$ cat config.mk
export PLATFORM = sky130hd
export DESIGN_NAME = sha256_padder
export DESIGN_NICKNAME = d
export VERILOG_FILES = /design/src/rtl/sha256_pkg.sv /design/src/rtl/sha256_padder.sv
export SDC_FILE = /design/constraint.sdc
export NUM_CORES = 1
export LEC_CHECK = 0
export BUFFER_PORTS_ARGS = -buffer_cell sky130_fd_sc_hd__buf_2
export CAP_MARGIN = 15
export CORE_MARGIN = 4
export CORE_UTILIZATION = 48
export CTS_CLUSTER_SIZE = 30
export DETAILED_ROUTE_END_ITERATION = 7
export HOLD_SLACK_MARGIN = 0.12
export PLACE_DENSITY = 0.76
export SYNTH_ARGS = -nofsm -noshare
export SYNTH_HDL_FRONTEND = slang
export SYNTH_SLANG_ARGS = --single-unit
$ cat constraint.sdc
create_clock -name clk -period 2.8 [get_ports clk]
set_input_delay 0.14 -clock clk [delete_from_list [all_inputs] [get_ports clk]]
set_output_delay 0.14 -clock clk [all_outputs]
set_load 0.005 [all_outputs]
$ cat src/rtl/sha256_pkg.sv
// Shared types and constants for the SHA-256 message padder.
//   state_e  : padder FSM states
//   block_t  : 512-bit block as 16 big-endian 32-bit words, index 0 = first word
//   PAD_MARKER, pad_last_word() : end-of-message marker handling
package sha256_pkg;

    localparam int unsigned WORD_W    = 32;
    localparam int unsigned BLK_WORDS = 16;

    typedef enum logic [1:0] {
        FILL = 2'd0,
        PAD  = 2'd1,
        EMIT = 2'd2,
        TAIL = 2'd3
    } state_e;

    typedef logic [BLK_WORDS-1:0][WORD_W-1:0] block_t;

    localparam logic [WORD_W-1:0] PAD_MARKER = 32'h8000_0000;

    // Keep the first nb bytes of the final word, zero the rest and insert the
    // 0x80 marker right after the data; nb >= 4 returns the word untouched.
    function automatic logic [WORD_W-1:0] pad_last_word(input logic [WORD_W-1:0] d,
                                                        input logic [2:0]        nb);
        logic [WORD_W-1:0] w;
        case (nb)
            3'd0:    w = PAD_MARKER;
            3'd1:    w = {d[31:24], 24'h80_0000};
            3'd2:    w = {d[31:16], 16'h8000};
            3'd3:    w = {d[31:8],  8'h80};
            default: w = d;
        endcase
        return w;
    endfunction

endpackage

$ cat src/rtl/sha256_padder.sv
// SHA-256 message padder: collects 32-bit big-endian message words into
// 512-bit blocks, appends the 0x80 marker, zero fill and the 64-bit bit length,
// and hands complete blocks to the hash core over a valid/ready handshake.
//   clk, reset                     : clock, synchronous active-high reset
//   in_valid/in_ready/in_data      : message word stream
//   in_last/in_bytes               : final word flag and its valid byte count (0..4)
//   blk_valid/blk_ready/blk_word   : padded block output
//   blk_first/blk_last             : block is first / final of its message
module sha256_padder
    import sha256_pkg::*;
#(
    parameter int unsigned LEN_W = 64
) (
    input  logic              clk,
    input  logic              reset,
    input  logic              in_valid,
    output logic              in_ready,
    input  logic [31:0]       in_data,
    input  logic              in_last,
    input  logic [2:0]        in_bytes,
    output logic              blk_valid,
    input  logic              blk_ready,
    output block_t            blk_word,
    output logic              blk_first,
    output logic              blk_last
);

    localparam int unsigned IDX_W  = 4;
    localparam int unsigned MIDX_W = 5;

    state_e             state_q,       state_d;
    block_t             words_q,       words_d;
    logic [IDX_W-1:0]   widx_q,        widx_d;
    logic [MIDX_W-1:0]  midx_q,        midx_d;
    logic [LEN_W-1:0]   bitlen_q,      bitlen_d;
    logic               first_q,       first_d;
    logic               last_q,        last_d;
    logic               tail_pend_q,   tail_pend_d;
    logic               marker_pend_q, marker_pend_d;
    logic               in_ready_q,    in_ready_d;
    logic               blk_valid_q,   blk_valid_d;
    logic               blk_first_q,   blk_first_d;
    logic               blk_last_q,    blk_last_d;

    logic [2:0]         nb;
    logic [63:0]        len64;

    // Byte counts above 4 are treated as a full word.
    assign nb    = (in_bytes > 3'd4) ? 3'd4 : in_bytes;
    assign len64 = 64'(bitlen_q);

    // Next-state and datapath update.
    always_comb begin
        state_d       = state_q;
        words_d       = words_q;
        widx_d        = widx_q;
        midx_d        = midx_q;
        bitlen_d      = bitlen_q;
        first_d       = first_q;
        last_d        = last_q;
        tail_pend_d   = tail_pend_q;
        marker_pend_d = marker_pend_q;

        case (state_q)
            FILL: begin
                if (in_valid && in_ready_q) begin
                    if (in_last) begin
                        words_d[widx_q] = pad_last_word(in_data, nb);
                        bitlen_d        = bitlen_q + LEN_W'({nb, 3'b000});
                        if (nb == 3'd4) begin
                            // Marker spills into the next word, possibly the next block.
                            midx_d = MIDX_W'(widx_q) + MIDX_W'(1);
                            if (widx_q != 4'd15) begin
                                words_d[widx_q + 4'd1] = PAD_MARKER;
                            end
                        end else begin
                            midx_d = MIDX_W'(widx_q);
                        end
                        state_d = PAD;
                    end else begin
                        words_d[widx_q] = in_data;
                        bitlen_d        = bitlen_q + LEN_W'(32);
                        widx_d          = widx_q + 4'd1;
                        if (widx_q == 4'd15) begin
                            last_d        = 1'b0;
                            tail_pend_d   = 1'b0;
                            marker_pend_d = 1'b0;
                            state_d       = EMIT;
                        end
                    end
                end
            end

            PAD: begin
                for (int i = 0; i < 16; i++) begin
                    if (MIDX_W'(i) > midx_q) begin
                        words_d[i] = '0;
                    end
                end
                if (midx_q <= MIDX_W'(13)) begin
                    words_d[14]   = len64[63:32];
                    words_d[15]   = len64[31:0];
                    last_d        = 1'b1;
                    tail_pend_d   = 1'b0;
                    marker_pend_d = 1'b0;
                end else begin
                    // No room for the length: it goes into an extra tail block.
                    last_d        = 1'b0;
                    tail_pend_d   = 1'b1;
                    marker_pend_d = (midx_q == MIDX_W'(16));
                end
                state_d = EMIT;
            end

            EMIT: begin
                if (blk_ready) begin
                    if (last_q) begin
                        bitlen_d = '0;
                        first_d  = 1'b1;
                        widx_d   = '0;
                    end else begin
                        first_d  = 1'b0;
                    end
                    if (tail_pend_q) begin
                        state_d = TAIL;
                    end else begin
                        widx_d  = '0;
                        state_d = FILL;
                    end
                end
            end

            TAIL: begin
                for (int i = 0; i < 14; i++) begin
                    words_d[i] = '0;
                end
                if (marker_pend_q) begin
                    words_d[0] = PAD_MARKER;
                end
                words_d[14]   = len64[63:32];
                words_d[15]   = len64[31:0];
                last_d        = 1'b1;
                tail_pend_d   = 1'b0;
                marker_pend_d = 1'b0;
                state_d       = EMIT;
            end

            default: state_d = FILL;
        endcase

        // Handshake outputs are registered copies of the upcoming state.
        in_ready_d  = (state_d == FILL);
        blk_valid_d = (state_d == EMIT);
        blk_first_d = (state_d == EMIT) && first_d;
        blk_last_d  = (state_d == EMIT) && last_d;
    end

    // State and output registers.
    always_ff @(posedge clk) begin
        if (reset) begin
            state_q       <= FILL;
            words_q       <= '0;
            widx_q        <= '0;
            midx_q        <= '0;
            bitlen_q      <= '0;
            first_q       <= 1'b1;
            last_q        <= 1'b0;
            tail_pend_q   <= 1'b0;
            marker_pend_q <= 1'b0;
            in_ready_q    <= 1'b0;
            blk_valid_q   <= 1'b0;
            blk_first_q   <= 1'b0;
            blk_last_q    <= 1'b0;
        end else begin
            state_q       <= state_d;
            words_q       <= words_d;
            widx_q        <= widx_d;
            midx_q        <= midx_d;
            bitlen_q      <= bitlen_d;
            first_q       <= first_d;
            last_q        <= last_d;
            tail_pend_q   <= tail_pend_d;
            marker_pend_q <= marker_pend_d;
            in_ready_q    <= in_ready_d;
            blk_valid_q   <= blk_valid_d;
            blk_first_q   <= blk_first_d;
            blk_last_q    <= blk_last_d;
        end
    end

    assign in_ready  = in_ready_q;
    assign blk_valid = blk_valid_q;
    assign blk_first = blk_first_q;
    assign blk_last  = blk_last_q;
    assign blk_word  = words_q;

endmodule

==> flow_metrics.py <==
metrics = {
    "grt": {
        "grt_pass1_wl_um": 141000,
        "met3_usage_pct": 9.17,
        "track_usage_pct": 35.5,
        "gr-total-overflow": 0,
        "grt_pass1_vias": 22500,
        "busiest_layer": "met2",
        "use_met2_pct": 56.5,
        "met1_usage_pct": 44.0,
        "grt_max_degree": 131,
        "antenna_found_initial": 3,
    },
    "timing": {
        "hold_viol_final": 0,
        "min_period_over_period_pct": 96.8,
        "finalCriticalPeriod_ns": 2.71,
        "setup_violations": 0,
        "max_slew_margin_pct": 24.6,
        "holdWs_ns": 0.171,
        "rsz0062_at_grt": "no",
        "clock_skew_ns": 0.0201,
        "setup_tns_ns": 0,
        "drv_slew": 0,
        "finalWorstSetupSlack_ns": 0.0889,
        "worst_pin_slew_ns": 1.13,
        "fmax_ghz": 0.369,
    },
    "routing": {
        "wl_um": 96800,
        "drc": 0,
        "vias": 23300,
        "initialDrtViolationCount": 2623,
        "viasPerCell": 6.14,
        "wl_per_cell_um": 25.5,
        "ant_nets": 0,
        "firstDrtPassIters": 8,
    },
    "placement": {
        "dp_hpwl_um": 69300,
        "numPortBuffers": 555,
        "place_area_um2": 27200,
        "place.gp.congestion": 0.973,
        "post-place-cells": 3657,
        "preCtsSetupSlack_ns": -0.0290,
    },
    "critical_path": {
        "path_max_fanout": 13,
        "critical_path.endpoint_type": "flip-flop",
        "cp_data_required_time_ns": 3.38,
        "worstSetupStartpointType": "flip-flop",
        "slowest_stage": "nor3_1",
        "critical_path_buf_inv_count": 4,
        "crit_path_frequent_cell": "buf_4",
        "path_cells": "inv_1 > ha_1 > a21boi_2 > buf_4 > or2_2 > nor3_1 > o21ai_0 > buf_4 > nor4_1 > buf_4 > a221o_1",
        "arrival_ns": 3.29,
        "crit_type": "flip-flop to flip-flop",
        "slowest_delay_ns": 0.38,
        "cpLargestDelayFamily": "simple AND/OR/NAND/NOR gates",
    },
    "clock_tree": {
        "cts_tree": "done",
        "cts_max_level": 2,
        "max-clock-path-buffers": 3,
        "cts_buffers": 60,
        "clk_pin_slew_ns": 0.06,
        "clk_latency_ns": 0.65,
        "post_cts_buffers": 0,
        "ctsRootBufferMaster": "clkbuf_16",
        "cts.sinks": 592,
    },
    "flow_run": {
        "maxCapViolCount": 0,
    },
    "outcome": {
        "outcome": "finished, final reports clean",
    },
    "logic_synthesis": {
        "yosysUniqueCellTypes": 70,
        "synth_most_common_cell": "dfxtp_1",
        "synth_top_cell_area_share_pct": 51.4,
        "synthFlopType": "dfxtp_1",
        "synthCells": 2540,
        "syn_avg_cell_area_um2": 9.08,
        "synth.area.top_cells": "dfxtp_1 51%, a22o_1 8.1%, a21oi_1 5.6%",
        "async_flop_share_pct": 0,
        "yosysWarnings": 0,
        "yosys.area.top_type": "dfxtp_1",
        "seq_area_frac_synth_pct": 51.4,
        "ys_seq_elements": 592,
        "ys_top_cells_by_count": "592 x dfxtp_1, 282 x nand2_1, 256 x a21oi_1",
        "synth_edf_count": 0,
        "syn_nets": 2594,
        "syn_area_um2": 23100,
    },
    "cells_and_area": {
        "final_layout_size_suffix_gt1_share_pct": 27.0,
        "final_util_pct": 62.1,
        "stdcell_count": 3800,
        "syn_to_final_growth_pct": 28.3,
        "layout.nets": 3195,
        "stdcell_area_um2": 29600,
    },
    "power": {
        "power_mw": 23.1,
        "power.leakage_nw": 12.5,
        "ir_worst_vdd_v": 0.000549,
        "pwr_density_cell_nw_per_um2": 782,
    },
    "die": {
        "die_area_um2": 51600,
        "floorplan.rows": 80,
        "initial_core_util_pct": 48.4,
        "core_um2": 47600,
        "die_width_um": 227,
        "ios": 556,
        "dieHeight_um": 227,
    },
    "min_path": {
        "hp-class": "input pin to flip-flop",
    },
}
-- layer usage --
layer	share of wire, %	wire length, um	vias to the layer above
li1	-	-	10400
met1	38	37200	11300
met2	45	43800	1381
met3	9.5	9220	300
met4	6.8	6590	2
met5	0.021	20	-
-- report_power, final --
group | internal, mW | switching [mW] | total (mW) | leakage, nW
logic | 1.78 | 4.41 | 6.19 | 6.82
clock network | 4.49 | 3.54 | 8.03 | 0.942
registers | 8.70 | 0.209 | 8.91 | 4.77
total | 15.0 | 8.16 | 23.1 | 12.5
-- flip-flops by register name (all words and copies together) (netlist names) --
name / cells
blk_last: 1
last_q: 1
state_q: 2
marker_pend_q: 1
in_ready: 1
bitlen_q: 61
tail_pend_q: 1
blk_valid: 1
widx_q: 4
first_q: 1
blk_first: 1
blk_word: 512
midx_q: 5
-- logic make-up after synthesis --
logic type	after synthesis	share of synthesized area, %
and+or+nand+nor	716	14.4
buffers and inverters	242	4.48
DFF	592	51.4
muxes	8	0.353
adders and majority gates	14	0.792
AOI/OAI and AO/OA	916	26.6
xor gates and xnor gates	52	1.97
-- cell usage in the layout (no fill, tap or decap), types with 39 or more instances in the layout --
| master | instances |
|---|---|
| dfxtp_1 | 590 |
| buf_2 | 554 |
| nand2_1 | 281 |
| a21oi_1 | 253 |
| o21ai_0 | 241 |
| a22o_1 | 212 |
| nor2_1 | 148 |
| buf_4 | 137 |
| nand3_1 | 79 |
| clkbuf_16 | 60 |
| xnor2_1 | 40 |
| nor3_1 | 39 |
-- worst register-to-register path: cells and delay by family (launching register included) --
family	cells	cell delay, ns
buf+inv	4	0.67
flops	1	0.36
fa+ha+maj	1	0.21
simple gates	3	0.95
compound gates	3	0.49
-- layout make-up --
class	instances	area (um^2)
Fill cell	4055	18100
Sequential cell	592	11900
Tap cell	615	769
Clock buffer	74	1610
Clock inverter	30	354
Antenna cell	2	5.00
Inverter	32	120
Timing Repair Buffer	749	4580
Multi-Input combinational cell	1706	10300
-- path summary, 6_finish.rpt --
| path | from | end | slack, ns | depth (start not counted) |
|---|---|---|---|---|
| worst max-delay path | state_q[0] | blk_word[471] | 0.09 | 11 |
| worst min-delay path | in_bytes[1] | bitlen_q[4] | 0.17 | 5 |
| worst max register to register | state_q[0] | blk_word[471] | 0.09 | 11 |
| worst min register to register | blk_word[14] | blk_word[14] | 0.45 | 2 |
-- timing repair --
| item | 4_1_cts | 5_1_grt |
|---|---|---|
| endpoints found under the hold margin | 144 | 0 |
| resized for setup | 2 | 10 |
| endpoints found under the setup margin | 10 | 300 |
| cloned | 0 | 0 |
| hold buffers | 36 | 0 |
Note: power is estimated with default switching activity, not from simulation.
